[config.mk]
export PLATFORM = sky130hd
export DESIGN_NAME = twos_deser
export DESIGN_NICKNAME = d
export VERILOG_FILES = /design/src/rtl/twos_deser.sv
export SDC_FILE = /design/constraint.sdc
export NUM_CORES = 1
export LEC_CHECK = 0
export ABC_CLOCK_PERIOD_IN_PS = 2350
export BUFFER_PORTS_ARGS = -buffer_cell sky130_fd_sc_hd__clkbuf_2
export CORE_MARGIN = 8
export CORE_UTILIZATION = 53
export DETAILED_ROUTE_END_ITERATION = 6
export GPL_TIMING_DRIVEN = 0
export HOLD_SLACK_MARGIN = 0.06
export PLACE_DENSITY_LB_ADDON = 0.12
export SETUP_SLACK_MARGIN = 0.1
export SLEW_MARGIN = 20
export SYNTH_ARGS = -nofsm -noshare
export SYNTH_HDL_FRONTEND = slang
export SYNTH_SLANG_ARGS = --single-unit
[constraint.sdc]
create_clock -name t_clk -period 2.35 [get_ports t_clk]
set_input_delay 0.47 -clock t_clk [delete_from_list [all_inputs] [get_ports t_clk]]
set_output_delay 0.47 -clock t_clk [all_outputs]
set_load 0.05 [all_outputs]
[src/rtl/twos_deser.sv]
// Serial-to-parallel collector: assembles LSB-first WIDTH-bit frames marked by sof
// into a held output word behind a valid/ready handshake, with sticky error flags.
module twos_deser #(
  parameter int unsigned WIDTH = 8
) (
  input  logic             t_clk,
  input  logic             r_n,
  input  logic             sin,
  input  logic             sin_en,
  input  logic             sof,
  input  logic             clr,
  output logic [WIDTH-1:0] dout,
  output logic             dout_valid,
  input  logic             dout_ready,
  output logic             busy,
  output logic             ovf,
  output logic             ferr
);

  localparam int unsigned CW = $clog2(WIDTH + 1);

  typedef enum logic {
    IDLE  = 1'b0,
    SHIFT = 1'b1
  } state_t;

  state_t           state, state_nxt;
  logic [WIDTH-1:0] sreg, sreg_nxt;
  logic [CW-1:0]    cnt, cnt_nxt;
  logic [WIDTH-1:0] dout_nxt;
  logic             valid_nxt;
  logic             ovf_nxt;
  logic             ferr_nxt;
  logic             done;
  logic [WIDTH-1:0] shifted;
  logic [WIDTH-1:0] first;

  // State, collector and output registers
  always_ff @(posedge t_clk or negedge r_n) begin
    if (!r_n) begin
      state      <= IDLE;
      sreg       <= '0;
      cnt        <= '0;
      dout       <= '0;
      dout_valid <= 1'b0;
      busy       <= 1'b0;
      ovf        <= 1'b0;
      ferr       <= 1'b0;
    end else begin
      state      <= state_nxt;
      sreg       <= sreg_nxt;
      cnt        <= cnt_nxt;
      dout       <= dout_nxt;
      dout_valid <= valid_nxt;
      busy       <= (state_nxt == SHIFT);
      ovf        <= ovf_nxt;
      ferr       <= ferr_nxt;
    end
  end

  // Next-state, collector update, completion handshake and flags
  always_comb begin
    state_nxt = state;
    sreg_nxt  = sreg;
    cnt_nxt   = cnt;
    done      = 1'b0;
    dout_nxt  = dout;
    valid_nxt = dout_valid;
    ovf_nxt   = clr ? 1'b0 : ovf;
    ferr_nxt  = clr ? 1'b0 : ferr;
    // New bit enters at the MSB; the whole register moves one place right
    shifted   = WIDTH'({sin, sreg} >> 1);
    first     = {sin, (WIDTH-1)'(0)};

    case (state)
      IDLE: begin
        if (sin_en && sof) begin
          sreg_nxt  = first;
          cnt_nxt   = CW'(1);
          state_nxt = SHIFT;
        end
      end
      SHIFT: begin
        if (sin_en) begin
          if (sof) begin
            // Restart: partial word discarded, this beat is bit 0
            ferr_nxt = 1'b1;
            sreg_nxt = first;
            cnt_nxt  = CW'(1);
          end else if (cnt == CW'(WIDTH - 1)) begin
            sreg_nxt  = shifted;
            cnt_nxt   = '0;
            done      = 1'b1;
            state_nxt = IDLE;
          end else begin
            sreg_nxt = shifted;
            cnt_nxt  = cnt + CW'(1);
          end
        end
      end
      default: state_nxt = IDLE;
    endcase

    if (done) begin
      if (!dout_valid || dout_ready) begin
        dout_nxt  = shifted;
        valid_nxt = 1'b1;
      end else begin
        ovf_nxt = 1'b1;
      end
    end else if (dout_valid && dout_ready) begin
      valid_nxt = 1'b0;
    end
  end

endmodule

# Yosys cells after proc, flatten, opt, wreduce, memory -nomap -nowiden
# Cells that the tools add are included.
# totals
out_inout_bits	12
in_bits	7
register_bits	24
wordCells	49
# op_classes
eq_ne	4
bitwise_logic	1
n_mux	28
n_reduce_logical	8
n_addsub	1
# ops
operator	count
$mux W1	18
$mux W4	4
$mux W8	2
$pmux W8 S2	1
$pmux W4 S2	1
$mux W7	1
$reduce_and A2 Y1	3
$add A4 B1 Y4 const B	1
$eq A4 B3 Y1 const B	1
$ne A2 B2 Y1 const B	2
$logic_and A1 B1 Y1	2
$ne A2 B1 Y1 const B	1
$pmux W1 S2	1
$reduce_bool A2 Y1	1
$logic_not A1 Y1	1
$logic_or A1 B1 Y1	1
$not A1 Y1	1

# Logic depth before layout (Yosys ltp)
# Gate-level depths: netlist of run 1.
# depth
ltp_word	7
mapped_depth	5
ltp_nobuf	4

# Worst setup path after synthesis of run 1
# OpenSTA, ideal clock, no wires.
# synth_path
kind	reg2reg
startpoint	reg state
endpoint	reg dout[7]
arrival_time_ns	1.749
slack_ns	0.476
n_path_buf	1
setup_time_ns	0.125
required_ns	2.225
path_stages_with_launch	5
path_cell_list	dfrtp_1 -> buf_6 -> nand2_1 -> nor4b_4 -> mux2_2
# synth_via
elab_chain_len	2
# synth_rtl
element	line	rtl
start, declared	27	state_t state, state_nxt;
start signal, assigned	50	state <= state_nxt;
$mux W1	75	case (state)
$reduce_and A2 Y1 (no line)	n/a	
end signal, assigned	53	dout <= dout_nxt;
end, declared	12	output logic [WIDTH-1:0] dout,
# Every way passes these cells.
# A chain may end at the register's enable or synchronous reset.

# Final worst setup path of run 1
# layout_path
startpoint	reg cnt[0]
endpoint	reg dout[5]
# layout_via
elab_chain_len	6
# layout_rtl
element	line	rtl
start, declared	29	logic [CW-1:0] cnt, cnt_nxt;
start signal, assigned	52	cnt <= cnt_nxt;
$eq A4 B3 Y1	90	end else if (cnt == CW'(WIDTH - 1)) begin
$mux W1	90	
$mux W1	85	if (sof) begin
$mux W1	84	if (sin_en) begin
$mux W1	75	
$reduce_and A2 Y1 (no line)	n/a	
# Every way passes these cells.

==> results of run 1 <==
cell type report:
class | instances | area, µm² | area share [%]
timing repair buffer | 17 | 85.1 | 7.09
clock inverter | 1 | 5.00 | 0.417
inverter | 11 | 41.3 | 3.44
sequential | 23 | 576 | 48.0
tap | 27 | 33.8 | 2.82
buffer | 5 | 30.0 | 2.50
multi-input combinational | 53 | 407 | 33.9
clock buffer | 3 | 22.5 | 1.88
through the flow:
step | setup slack (ns) | area [µm²] | hold WS [ns]
floorplan | 0.476 | 1050 | 0.174
detailed placement | 0.461 | 1170 | 0.490
global placement | 0.469 | 1170 | 0.483
finish | 0.434 | 1200 | 0.110
CTS | 0.407 | 1200 | 0.140
global route | 0.336 | 1200 | 0.150
critical path, stage by stage (launching register included):
cell      delay, ns
dfrtp_1        0.42
ha_1           0.22
nand3b_1       0.16
nor4b_4        0.60
mux2_2         0.40
flip-flops by register name, indices dropped and copies added (netlist names):
| name | cells |
|---|---|
| cnt | 4 |
| dout_valid | 1 |
| dout | 8 |
| sreg | 7 |
| ferr | 1 |
| ovf | 1 |
| state | 1 |
power breakdown:
group          internal, mW  switching (mW)  total (mW)  leakage [nW]
clock                0.0637           0.118       0.182        0.0177
sequential            0.460          0.0516       0.512         0.304
combinational         0.107           0.200       0.308         0.246
worst max path at each step:
stage / start / endpoint / slack, ns
detailed placement: cnt[0] / dout[2] / 0.46
floorplan: state / dout[7] / 0.48
global route: cnt[0] / dout[1] / 0.34
finish: cnt[0] / dout[5] / 0.43
CTS: cnt[0] / dout[2] / 0.41
global placement: cnt[0] / dout[7] / 0.47
metal layers:
metal | wire length, µm | part of all wire (%)
met5 | 0 | 0
met2 | 967 | 49
met1 | 831 | 42
met4 | 29 | 1.5
met3 | 132 | 6.7
cells by family after synthesis:
family                   count (synthesis)  synth area share [%]
AND/OR/NAND/NOR                         20                  12.6
AO/OA/AOI/OAI                           23                  15.2
adder cells (fa/ha/maj)                  1                  1.19
flip-flops                              23                  54.6
buffers and inverters                   16                  6.77
multiplexers                             9                  9.62
cells in the final DEF (no fill, tap or decap), types with 3 or more instances in the layout:
master     synthesis  final
o22ai_1            4      4
nand3_1            6      6
mux2_2             9      9
clkbuf_4           0      3
o21ai_0            7      7
clkbuf_1           3      3
nand2_1            5      5
o2bb2ai_1          6      6
inv_1             10     10
clkbuf_2           0     17
dfrtp_1           23     23
==> insert_results.sql, run 1 <==
INSERT INTO impl_metrics (metric_group, metric, value, unit) VALUES
('global_route', 'antenna_found_initial', '0', ''),
('layout', 'nFillCells', '183', ''),
('logic_synthesis', 'synth_cell_types', '28', ''),
('logic_synthesis', 'yosys-top-cells-area', 'dfrtp_1, mux2_2, o2bb2ai_1, inv_1, o21ai_0', ''),
('floorplanning', 'dieWidth', '60.6', 'µm'),
('power_and_ir_drop', 'power.density_cell_area', '834', 'nW/µm²'),
('global_route', 'groute.layer.met3.usage', '3.81', '%'),
('logic_synthesis', 'avgSynthCellArea', '11.5', 'µm²'),
('critical_path', 'r2r-end', 'dout[5]', ''),
('clocking', 'cts.repair.resized', '0', ''),
('floorplanning', 'floorplan.initialDensity', '54.8', '%'),
('critical_path', 'timing.critical_path.from_type', 'register', ''),
('clocking', 'cts.sink_count', '23', ''),
('clocking', 'cts-root-buf', 'clkbuf_4', ''),
('global_route', 'grt_use_met1', '13.2', '%'),
('detailed_routing', 'vias', '774', ''),
('clocking', 'clock_insertion_delay_at_the_later_pin_of_the_skew_report', '0.32', 'ns'),
('power_and_ir_drop', 'power.total', '1.00', 'mW'),
('floorplanning', 'core_region_area', '1920', 'µm²'),
('detailed_routing', 'drtAntennaViolNets', '0', ''),
('critical_path', 'timing.setup.critical_path_class', 'reg2reg', ''),
('sta', 'finalHoldViolations', '0', ''),
('place', 'place_congestion', '0.767', ''),
('power_and_ir_drop', 'leakagePower', '0.568', 'nW'),
('global_route', 'global_route.usage.met2', '20.1', '%'),
('floorplanning', 'die-height', '60.6', 'µm'),
('critical_path', 'worst_r2r_startpoint', 'cnt[0]', ''),
('logic_synthesis', 'syn_nets', '100', ''),
('sta', 'report.final.setup_viol', '0', ''),
('place', 'count_of_input_and_output_buffers', '17', ''),
('layout', 'instances_no_fill', '140', ''),
('logic_synthesis', 'postSynth.topFlopCell', 'dfrtp_1', ''),
('global_route', 'grt_max_degree', '24', ''),
('critical_path', 'ff2ff_path_depth', '4', ''),
('place', 'dp.final_hpwl', '1440', 'µm'),
('logic_synthesis', 'yosysTopAreaCell', 'dfrtp_1', ''),
('logic_synthesis', 'cell_area_after_synthesis', '1050', 'µm²'),
('global_route', 'grtUsageTotal', '11.8', '%'),
('layout', 'antenna_cells_inserted', '0', ''),
('logic_synthesis', 'post_syn_instances', '92', ''),
('layout', 'nNetsFinal', '122', ''),
('clocking', 'htree_levels', '1', ''),
('sta', 'maxClockFrequency', '522', 'MHz'),
('critical_path', 'maximum_fanout_along_the_worst_path', '8', ''),
('clocking', 'cts_tree', 'yes', ''),
('critical_path', 'cp-end-kind', 'register', ''),
('layout', 'area_delta_synth_final', '13.9', '%'),
('sta', 'layout_min_cycle_time', '1.92', 'ns'),
('sta', 'grt_setup_unrepaired', 'no', ''),
('floorplanning', 'num_rows', '16', ''),
('layout', 'final_layout_size_suffix_gt1_share', '31.9', '%'),
('critical_path', 'worstPathArrival', '2.12', 'ns'),
('logic_synthesis', 'yosys_warnings', '0', ''),
('logic_synthesis', 'ys_async_sr_fraction', '100', '%'),
('power_and_ir_drop', 'max-vdd-ir-drop', '0.510', 'mV'),
('clocking', 'postCtsSetupRepairBufs', '0', ''),
('detailed_routing', 'drt_pass_1_iters', '4', ''),
('critical_path', 'worst-r2r-setup-slack', '0.43', 'ns'),
('detailed_routing', 'detail_route.vias_per_cell', '5.53', ''),
('logic_synthesis', 'synth_commonest_cells', 'dfrtp_1, inv_1, mux2_2', ''),
('clocking', 'clock_tree.buffer_depth', '2', ''),
('global_route', 'grt_first_pass_wirelength', '3260', 'µm'),
('sta', 'clock_skew', '0.0116', 'ns'),
('outcome', 'run_status', 'complete, no violations', ''),
('sta', 'tightestPinTransition', '0.600', 'ns'),
('logic_synthesis', 'yosys.area.top_type_share', '54.6', '%'),
('sta', 'slew_violations', '0', ''),
('global_route', 'grt_pass1_vias', '750', ''),
('critical_path', 'req_time_crit_path', '2.56', 'ns'),
('logic_synthesis', 'yosysSeqAreaShare', '54.6', '%'),
('sta', 'timing.slew.headroom', '59.9', '%');
No activity file was read; power rests on OpenSTA's default activity.
==> run 2, diff against run 1 <==
Settings changed: ABC_AREA set to 1, ABC_CLOCK_PERIOD_IN_PS 2350 to 1710, CORE_UTILIZATION 53 to 47.
Clock period 2.35 ns to 1.71 ns, I/O delays scaled along.
==> insert_results.sql, run 2 <==
INSERT INTO impl_metrics (metric_group, metric, value, unit) VALUES
('sta', 'layout_min_cycle_time', '1.35', 'ns'),
('layout', 'post_route_cell_area', '1160', 'µm²'),
('sta', 'timing.slew.headroom', '63.5', '%'),
('logic_synthesis', 'ys_seq_elements', '23', ''),
('global_route', 'grtUsageTotal', '10.2', '%'),
('logic_synthesis', 'yosysSeqAreaShare', '57.7', '%'),
('floorplanning', 'dieWidth', '62.1', 'µm'),
('critical_path', 'path_cells', 'clkbuf_2', ''),
('global_route', 'grt_overflow', '0', ''),
('clocking', 'cts-root-buf', 'clkbuf_4', ''),
('layout', 'most_common_library_cell_in_the_layout_ignoring_fill_and_taps', 'nand2_1', ''),
('place', 'count_of_input_and_output_buffers', '18', ''),
('logic_synthesis', 'ys_async_sr_fraction', '100', '%'),
('layout', 'reg.largest.list', 'dout x8, sreg x7, cnt x4', ''),
('floorplanning', 'total_die_area', '3850', 'µm²'),
('sta', 'final.period_utilization', '78.7', '%'),
('clocking', 'htree_levels', '1', ''),
('floorplanning', 'floorplan.initialDensity', '50.3', '%'),
('place', 'post_dp_cell_area', '1120', 'µm²'),
('critical_path', 'cpMaxStageDelayCell', 'dfrtp_1', ''),
('floorplanning', 'die-height', '62.1', 'µm'),
('critical_path', 'critical_path_buf_inv_count', '1', ''),
('power_and_ir_drop', 'leakagePower', '0.610', 'nW'),
('logic_synthesis', 'yosys.area.top_type_share', '57.7', '%'),
('global_route', 'grt_max_degree', '24', ''),
('sta', 'report.final.setup_viol', '0', ''),
('floorplanning', 'num_rows', '16', ''),
('detailed_routing', 'drt_pass_1_iters', '4', ''),
('logic_synthesis', 'post_syn_instances', '105', ''),
('logic_synthesis', 'synth_compound_area_share', '6.52', '%'),
('logic_synthesis', 'synthXorXnorAreaFrac', '0.878', '%'),
('sta', 'clock_skew', '0.00157', 'ns'),
('run', 'drv_cap', '0', ''),
('global_route', 'grt_pass1_vias', '673', ''),
('power_and_ir_drop', 'power.density_cell_area', '846', 'nW/µm²'),
('logic_synthesis', 'postSynth.topFlopCell', 'dfrtp_1', ''),
('logic_synthesis', 'yosys-top-cells-area', 'dfrtp_1, nand2_1, nand4_1, nand3_1, inv_1', ''),
('logic_synthesis', 'synth_cell_types', '16', ''),
('layout', 'regMostFlops', 'dout', ''),
('clocking', 'cts.sink_count', '23', ''),
('floorplanning', 'core_region_area', '1980', 'µm²'),
('critical_path', 'critical_path.max_stage_delay', '0.41', 'ns'),
('place', 'dp.final_hpwl', '1370', 'µm'),
('global_route', 'grt_first_pass_wirelength', '2970', 'µm'),
('logic_synthesis', 'yosys_warnings', '0', ''),
('place', 'place_congestion', '0.772', ''),
('min_path', 'hold_path_class', 'in2reg', ''),
('sta', 'finalHoldViolations', '0', ''),
('sta', 'final.setup.tns', '0', 'ns'),
('detailed_routing', 'route.detailed.wl_per_inst', '11.6', 'µm'),
('critical_path', 'req_time_crit_path', '1.37', 'ns'),
('clocking', 'clock_insertion_delay_at_the_later_pin_of_the_skew_report', '0.30', 'ns'),
('layout', 'area_delta_synth_final', '16.1', '%'),
('detailed_routing', 'routed_wl', '1800', 'µm'),
('critical_path', 'crit_family', 'flip-flops', ''),
('layout', 'nNetsFinal', '137', ''),
('layout', 'largest_reg_flops', '8', ''),
('floorplanning', 'io-pin-count', '19', ''),
('critical_path', 'maximum_fanout_along_the_worst_path', '4', ''),
('clocking', 'cts_made_buffers', '3', ''),
('layout', 'most-common-layout-cells', 'nand2_1, dfrtp_1, clkbuf_2', ''),
('critical_path', 'cp-end-kind', 'primary output', ''),
('logic_synthesis', 'yosys-mux-area-fraction', '0', '%'),
('layout', 'nFillCells', '194', ''),
('detailed_routing', 'drc', '0', ''),
('global_route', 'antenna_found_initial', '0', ''),
('sta', 'tightestPinTransition', '0.547', 'ns'),
('detailed_routing', 'detail_route.vias_per_cell', '4.94', ''),
('clocking', 'postCtsSetupRepairBufs', '0', ''),
('critical_path', 'worstPathArrival', '1.00', 'ns'),
('sta', 'grt_setup_unrepaired', 'no', ''),
('detailed_routing', 'drtIter0Drc', '26', ''),
('clocking', 'post_cts_hold_buffer_count', '1', ''),
('logic_synthesis', 'syn_nets', '113', ''),
('logic_synthesis', 'synth_enable_flop_cells', '0', ''),
('clocking', 'cts.clk_slew.worst_paths', '0.12', 'ns'),
('logic_synthesis', 'yosysTopAreaCell', 'dfrtp_1', ''),
('power_and_ir_drop', 'max-vdd-ir-drop', '0.534', 'mV'),
('layout', 'final_layout_size_suffix_gt1_share', '23.4', '%'),
('logic_synthesis', 'synth_commonest_cells', 'nand2_1, dfrtp_1, inv_1', ''),
('critical_path', 'timing.setup.critical_path_class', 'reg2out', ''),
('logic_synthesis', 'synth-adder-area-share', '1.25', '%'),
('logic_synthesis', 'cell_area_after_synthesis', '997', 'µm²'),
('critical_path', 'timing.critical_path.from_type', 'register', ''),
('outcome', 'run_status', 'complete, no violations', ''),
('clocking', 'cts_tree', 'yes', ''),
('clocking', 'clock_tree.buffer_depth', '2', ''),
('sta', 'maxClockFrequency', '743', 'MHz'),
('clocking', 'cts.repair.resized', '0', ''),
('layout', 'antenna_cells_inserted', '0', ''),
('detailed_routing', 'vias', '766', ''),
('detailed_routing', 'drtAntennaViolNets', '0', ''),
('logic_synthesis', 'avgSynthCellArea', '9.50', 'µm²'),
('sta', 'slew_violations', '0', ''),
('logic_synthesis', 'synth_most_common_cell', 'nand2_1', ''),
('logic_synthesis', 'synth_top_family_by_area', 'simple AND/OR/NAND/NOR gates', ''),
('logic_synthesis', 'synth_simple_gate_area_share', '27.2', '%');
[run 2: changes by cell type after synthesis, sizes merged, moves of 2 or more]
cell,previous run,this run
o2bb2ai,6,0
mux2,9,0
nand4,1,9
nand3,6,9
clkbuf,3,1
nand2,5,34
nor2,0,4
[run 2: report_power, final]
group,total [mW],switching [mW],internal [mW]
clock,0.239,0.148,0.0907
sequential,0.596,0.0240,0.572
combinational,0.145,0.101,0.0441
[run 2: layout make-up]
class | count | area (µm²) | share of cell area, %
repair buffers | 19 | 100 | 8.65
plain buffers | 3 | 26.3 | 2.27
clock buffers | 4 | 26.3 | 2.27
well taps | 27 | 33.8 | 2.92
multi-input cells | 69 | 358 | 30.9
flip-flops and latches | 23 | 576 | 49.7
inverters | 10 | 37.5 | 3.24
[run 2: cells by family after synthesis]
group | after synthesis
adder cells (fa/ha/maj) | 1
AND/OR/NAND/NOR | 56
AO/OA/AOI/OAI | 11
buffers and inverters | 13
flip-flops | 23
XOR/XNOR | 1
[run 2: metrics by stage]
stage	worst slack (ns)	hold slack, ns	instances	util [%]	power, mW
6_report	0.364	0.274	155	58.4	0.980
3_3_place_gp	0.446	0.354	150	56.6	0.747
4_1_cts	0.347	0.279	155	58.4	0.991
2_1_floorplan	0.320	0.0464	105	-	0.703
5_1_grt	0.284	0.270	155	58.4	1.04
3_5_place_dp	0.400	0.357	150	56.6	0.753
[run 2: worst paths after layout]
| check | start | slack (ns) | cells after the start | to |
|---|---|---|---|---|
| hold reg to reg | dout[2] | 0.48 | 2 | dout[2] |
| max in group asynchronous | r_n | 0.81 | 2 | dout[4] |
| setup / recovery | state | 0.36 | 1 | busy |
| min in group asynchronous | r_n | 0.54 | 2 | cnt[0] |
| setup reg to reg | cnt[0] | 0.40 | 6 | dout[5] |
| hold / removal | sin | 0.27 | 3 | sreg[7] |
[run 2: metal layers]
layer | share of wire (%) | vias up | GRT usage [%] | wire [µm]
met5 | 0 | - | 0 | 0
met1 | 48 | 358 | 12.7 | 869
met3 | 6.0 | 2 | 2.47 | 108
li1 | - | 395 | - | -
met4 | 0.67 | 0 | 3.90 | 12
met2 | 45 | 11 | 16.5 | 809
==> run 3, diff against run 2 <==
Settings changed: ABC_AREA 1 to 0, ABC_CLOCK_PERIOD_IN_PS 1710 to 1300, CORE_UTILIZATION 47 to 53.
Clock period 1.71 ns to 1.3 ns, I/O delays scaled along.
==> insert_results.sql, run 3 (synthesized netlist as in run 1, its figures left out) <==
INSERT INTO impl_metrics (metric_group, metric, value, unit) VALUES
('sta', 'clock_skew', '0.00765', 'ns'),
('layout', 'most_common_library_cell_in_the_layout_ignoring_fill_and_taps', 'dfrtp_1', ''),
('sta', 'finalHoldViolations', '0', ''),
('layout', 'area_delta_synth_final', '38.2', '%'),
('layout', 'largest_reg_flops', '8', ''),
('clocking', 'cts-root-buf', 'clkbuf_4', ''),
('global_route', 'grt_overflow', '0', ''),
('clocking', 'cts.sink_count', '23', ''),
('critical_path', 'worstPathArrival', '1.81', 'ns'),
('floorplanning', 'core_region_area', '1920', 'µm²'),
('global_route', 'grt_pass1_vias', '888', ''),
('critical_path', 'req_time_crit_path', '1.51', 'ns'),
('detailed_routing', 'drt_pass_1_iters', '4', ''),
('layout', 'most-common-layout-cells', 'dfrtp_1, buf_4, inv_1', ''),
('sta', 'slew_violations', '0', ''),
('layout', 'post_route_cell_area', '1460', 'µm²'),
('clocking', 'clock_tree.buffer_depth', '2', ''),
('sta', 'layout_min_cycle_time', '1.60', 'ns'),
('place', 'post_dp_cell_area', '1200', 'µm²'),
('power_and_ir_drop', 'switchingPower', '0.744', 'mW'),
('layout', 'final_core_utilization', '75.8', '%'),
('floorplanning', 'total_die_area', '3670', 'µm²'),
('floorplanning', 'io-pin-count', '19', ''),
('critical_path', 'worst-r2r-setup-slack', '-0.30', 'ns'),
('power_and_ir_drop', 'leakagePower', '0.676', 'nW'),
('floorplanning', 'num_rows', '16', ''),
('clocking', 'htree_levels', '1', ''),
('layout', 'final_layout_size_suffix_gt1_share', '44.0', '%'),
('sta', 'report.final.setup_viol', '14', ''),
('detailed_routing', 'drtIter0Drc', '20', ''),
('clocking', 'cts_made_buffers', '3', ''),
('sta', 'postLayoutSetupSlackWorst', '-0.303', 'ns'),
('power_and_ir_drop', 'power.combinational.fraction', '39.0', '%'),
('sta', 'timing.slew.headroom', '61.9', '%'),
('place', 'count_of_input_and_output_buffers', '17', ''),
('global_route', 'antenna_found_initial', '0', ''),
('layout', 'seqCellArea', '577', 'µm²'),
('place', 'pre_cts_slack', '-0.645', 'ns'),
('detailed_routing', 'routed_wl', '2430', 'µm'),
('global_route', 'grt_first_pass_wirelength', '4020', 'µm'),
('detailed_routing', 'route.detailed.wl_per_inst', '16.0', 'µm'),
('global_route', 'grt_max_degree', '24', ''),
('clocking', 'cts_tree', 'yes', ''),
('clocking', 'clock_insertion_delay_at_the_later_pin_of_the_skew_report', '0.32', 'ns'),
('power_and_ir_drop', 'power_report.internal_total', '1.34', 'mW'),
('clocking', 'cts.clk_slew.worst_paths', '0.13', 'ns'),
('layout', 'footprint_of_the_multi_input_gates', '467', 'µm²'),
('power_and_ir_drop', 'pwr-share-clk', '16.0', '%'),
('min_path', 'hold_path_class', 'in2reg', ''),
('detailed_routing', 'drc', '0', ''),
('floorplanning', 'dieWidth', '60.6', 'µm'),
('critical_path', 'timing.critical_path.from_type', 'register', ''),
('sta', 'tightestPinTransition', '0.572', 'ns'),
('power_and_ir_drop', 'power.density_cell_area', '1430', 'nW/µm²'),
('critical_path', 'maximum_fanout_along_the_worst_path', '8', ''),
('place', 'place_congestion', '0.770', ''),
('detailed_routing', 'detail_route.vias_per_cell', '5.45', ''),
('sta', 'final.period_utilization', '123', '%'),
('outcome', 'violations', 'setup timing', ''),
('critical_path', 'cp-end-kind', 'register', ''),
('power_and_ir_drop', 'max-vdd-ir-drop', '0.999', 'mV'),
('layout', 'nNetsFinal', '134', ''),
('sta', 'grt_setup_unrepaired', 'yes', ''),
('place', 'dp.final_hpwl', '1490', 'µm'),
('layout', 'regMostFlops', 'dout', ''),
('global_route', 'grtUsageTotal', '14.5', '%'),
('floorplanning', 'floorplan.initialDensity', '54.8', '%'),
('run', 'drv_cap', '0', ''),
('outcome', 'run_status', 'complete, but fails checks', ''),
('power_and_ir_drop', 'switching_share', '35.7', '%'),
('detailed_routing', 'drtAntennaViolNets', '0', ''),
('layout', 'antenna_cells_inserted', '0', ''),
('floorplanning', 'die-height', '60.6', 'µm'),
('critical_path', 'timing.setup.critical_path_class', 'reg2reg', ''),
('sta', 'maxClockFrequency', '624', 'MHz'),
('detailed_routing', 'vias', '828', ''),
('power_and_ir_drop', 'power.total', '2.08', 'mW'),
('layout', 'nFillCells', '134', ''),
('sta', 'final.setup.tns', '-3.16', 'ns'),
('layout', 'reg.largest.list', 'dout x8, sreg x7, cnt x4', ''),
('power_and_ir_drop', 'seq_power_share', '45.0', '%');
## run 3: cell count changes in the layout (fill, tap and decap cells not counted), moves of 8 or more
| cell | delta |
|---|---|
| buf_4 | +12 |
| nand4_1 | -8 |
| nand2_1 | -27 |
| clkbuf_2 | -13 |
| mux2_4 | +8 |
## run 3: final cells by class
class                      count  share of cell area, %
sequential                    23                   39.6
timing repair buffer          29                   19.0
buffer                         5                   2.32
inverter                      11                   2.84
clock buffer                   3                   1.55
tap                           27                   2.32
clock inverter                 1                  0.344
multi-input combinational     53                   32.0
## run 3: worst max-delay path, cell delays in order, from the launching register on
cell	delay, ns
dfrtp_1	0.39
ha_2	0.19
nand3b_1	0.15
nor4b_4	0.26
buf_6	0.20
mux2_4	0.31
## run 3: metrics by stage
stage	std cells	hold WS, ns
final	152	0.121
after global routing	152	0.108
after CTS	147	0.121
after detailed placement	136	0.281
after global placement	136	0.276
after floorplan	92	-0.0356
## run 3: path summary, 6_finish.rpt
check	endpoint	start	cells past startpoint
min in group asynchronous	ovf	r_n	2
max	dout[0]	cnt[0]	5
min	ovf	clr	2
max reg2reg	dout[0]	cnt[0]	5
min reg2reg	dout[7]	dout[7]	1
max in group asynchronous	state	r_n	2
## run 3: repair_timing
action / CTS / global route
hold endpoints to repair: 23 / 0
resized for setup: 31 / 21
buffers inserted: 6 / 6
gates cloned: 0 / 0
hold buffers: 1 / 0
setup endpoints to repair: 31 / 32
pin swaps: 4 / 1
## run 3: power by group through the flow
| stage | combinational, mW | sequential, mW | clock [mW] |
|---|---|---|---|
| 2_1_floorplan | 0.283 | 1.11 | 0 |
| 6_report | 0.813 | 0.937 | 0.333 |
| 5_1_grt | 0.875 | 0.952 | 0.374 |
| 4_1_cts | 0.758 | 0.929 | 0.346 |
| 3_5_place_dp | 0.596 | 0.940 | 0 |
| 3_3_place_gp | 0.578 | 0.937 | 0 |
## run 3: layer usage
| metal | GRT usage, % | routed length, µm | part of all wire (%) |
|---|---|---|---|
| met1 | 17.0 | 993 | 41 |
| met2 | 24.4 | 1260 | 52 |
| met3 | 3.18 | 143 | 5.9 |
| met4 | 6.98 | 31 | 1.3 |
| met5 | 0 | 0 | 0 |
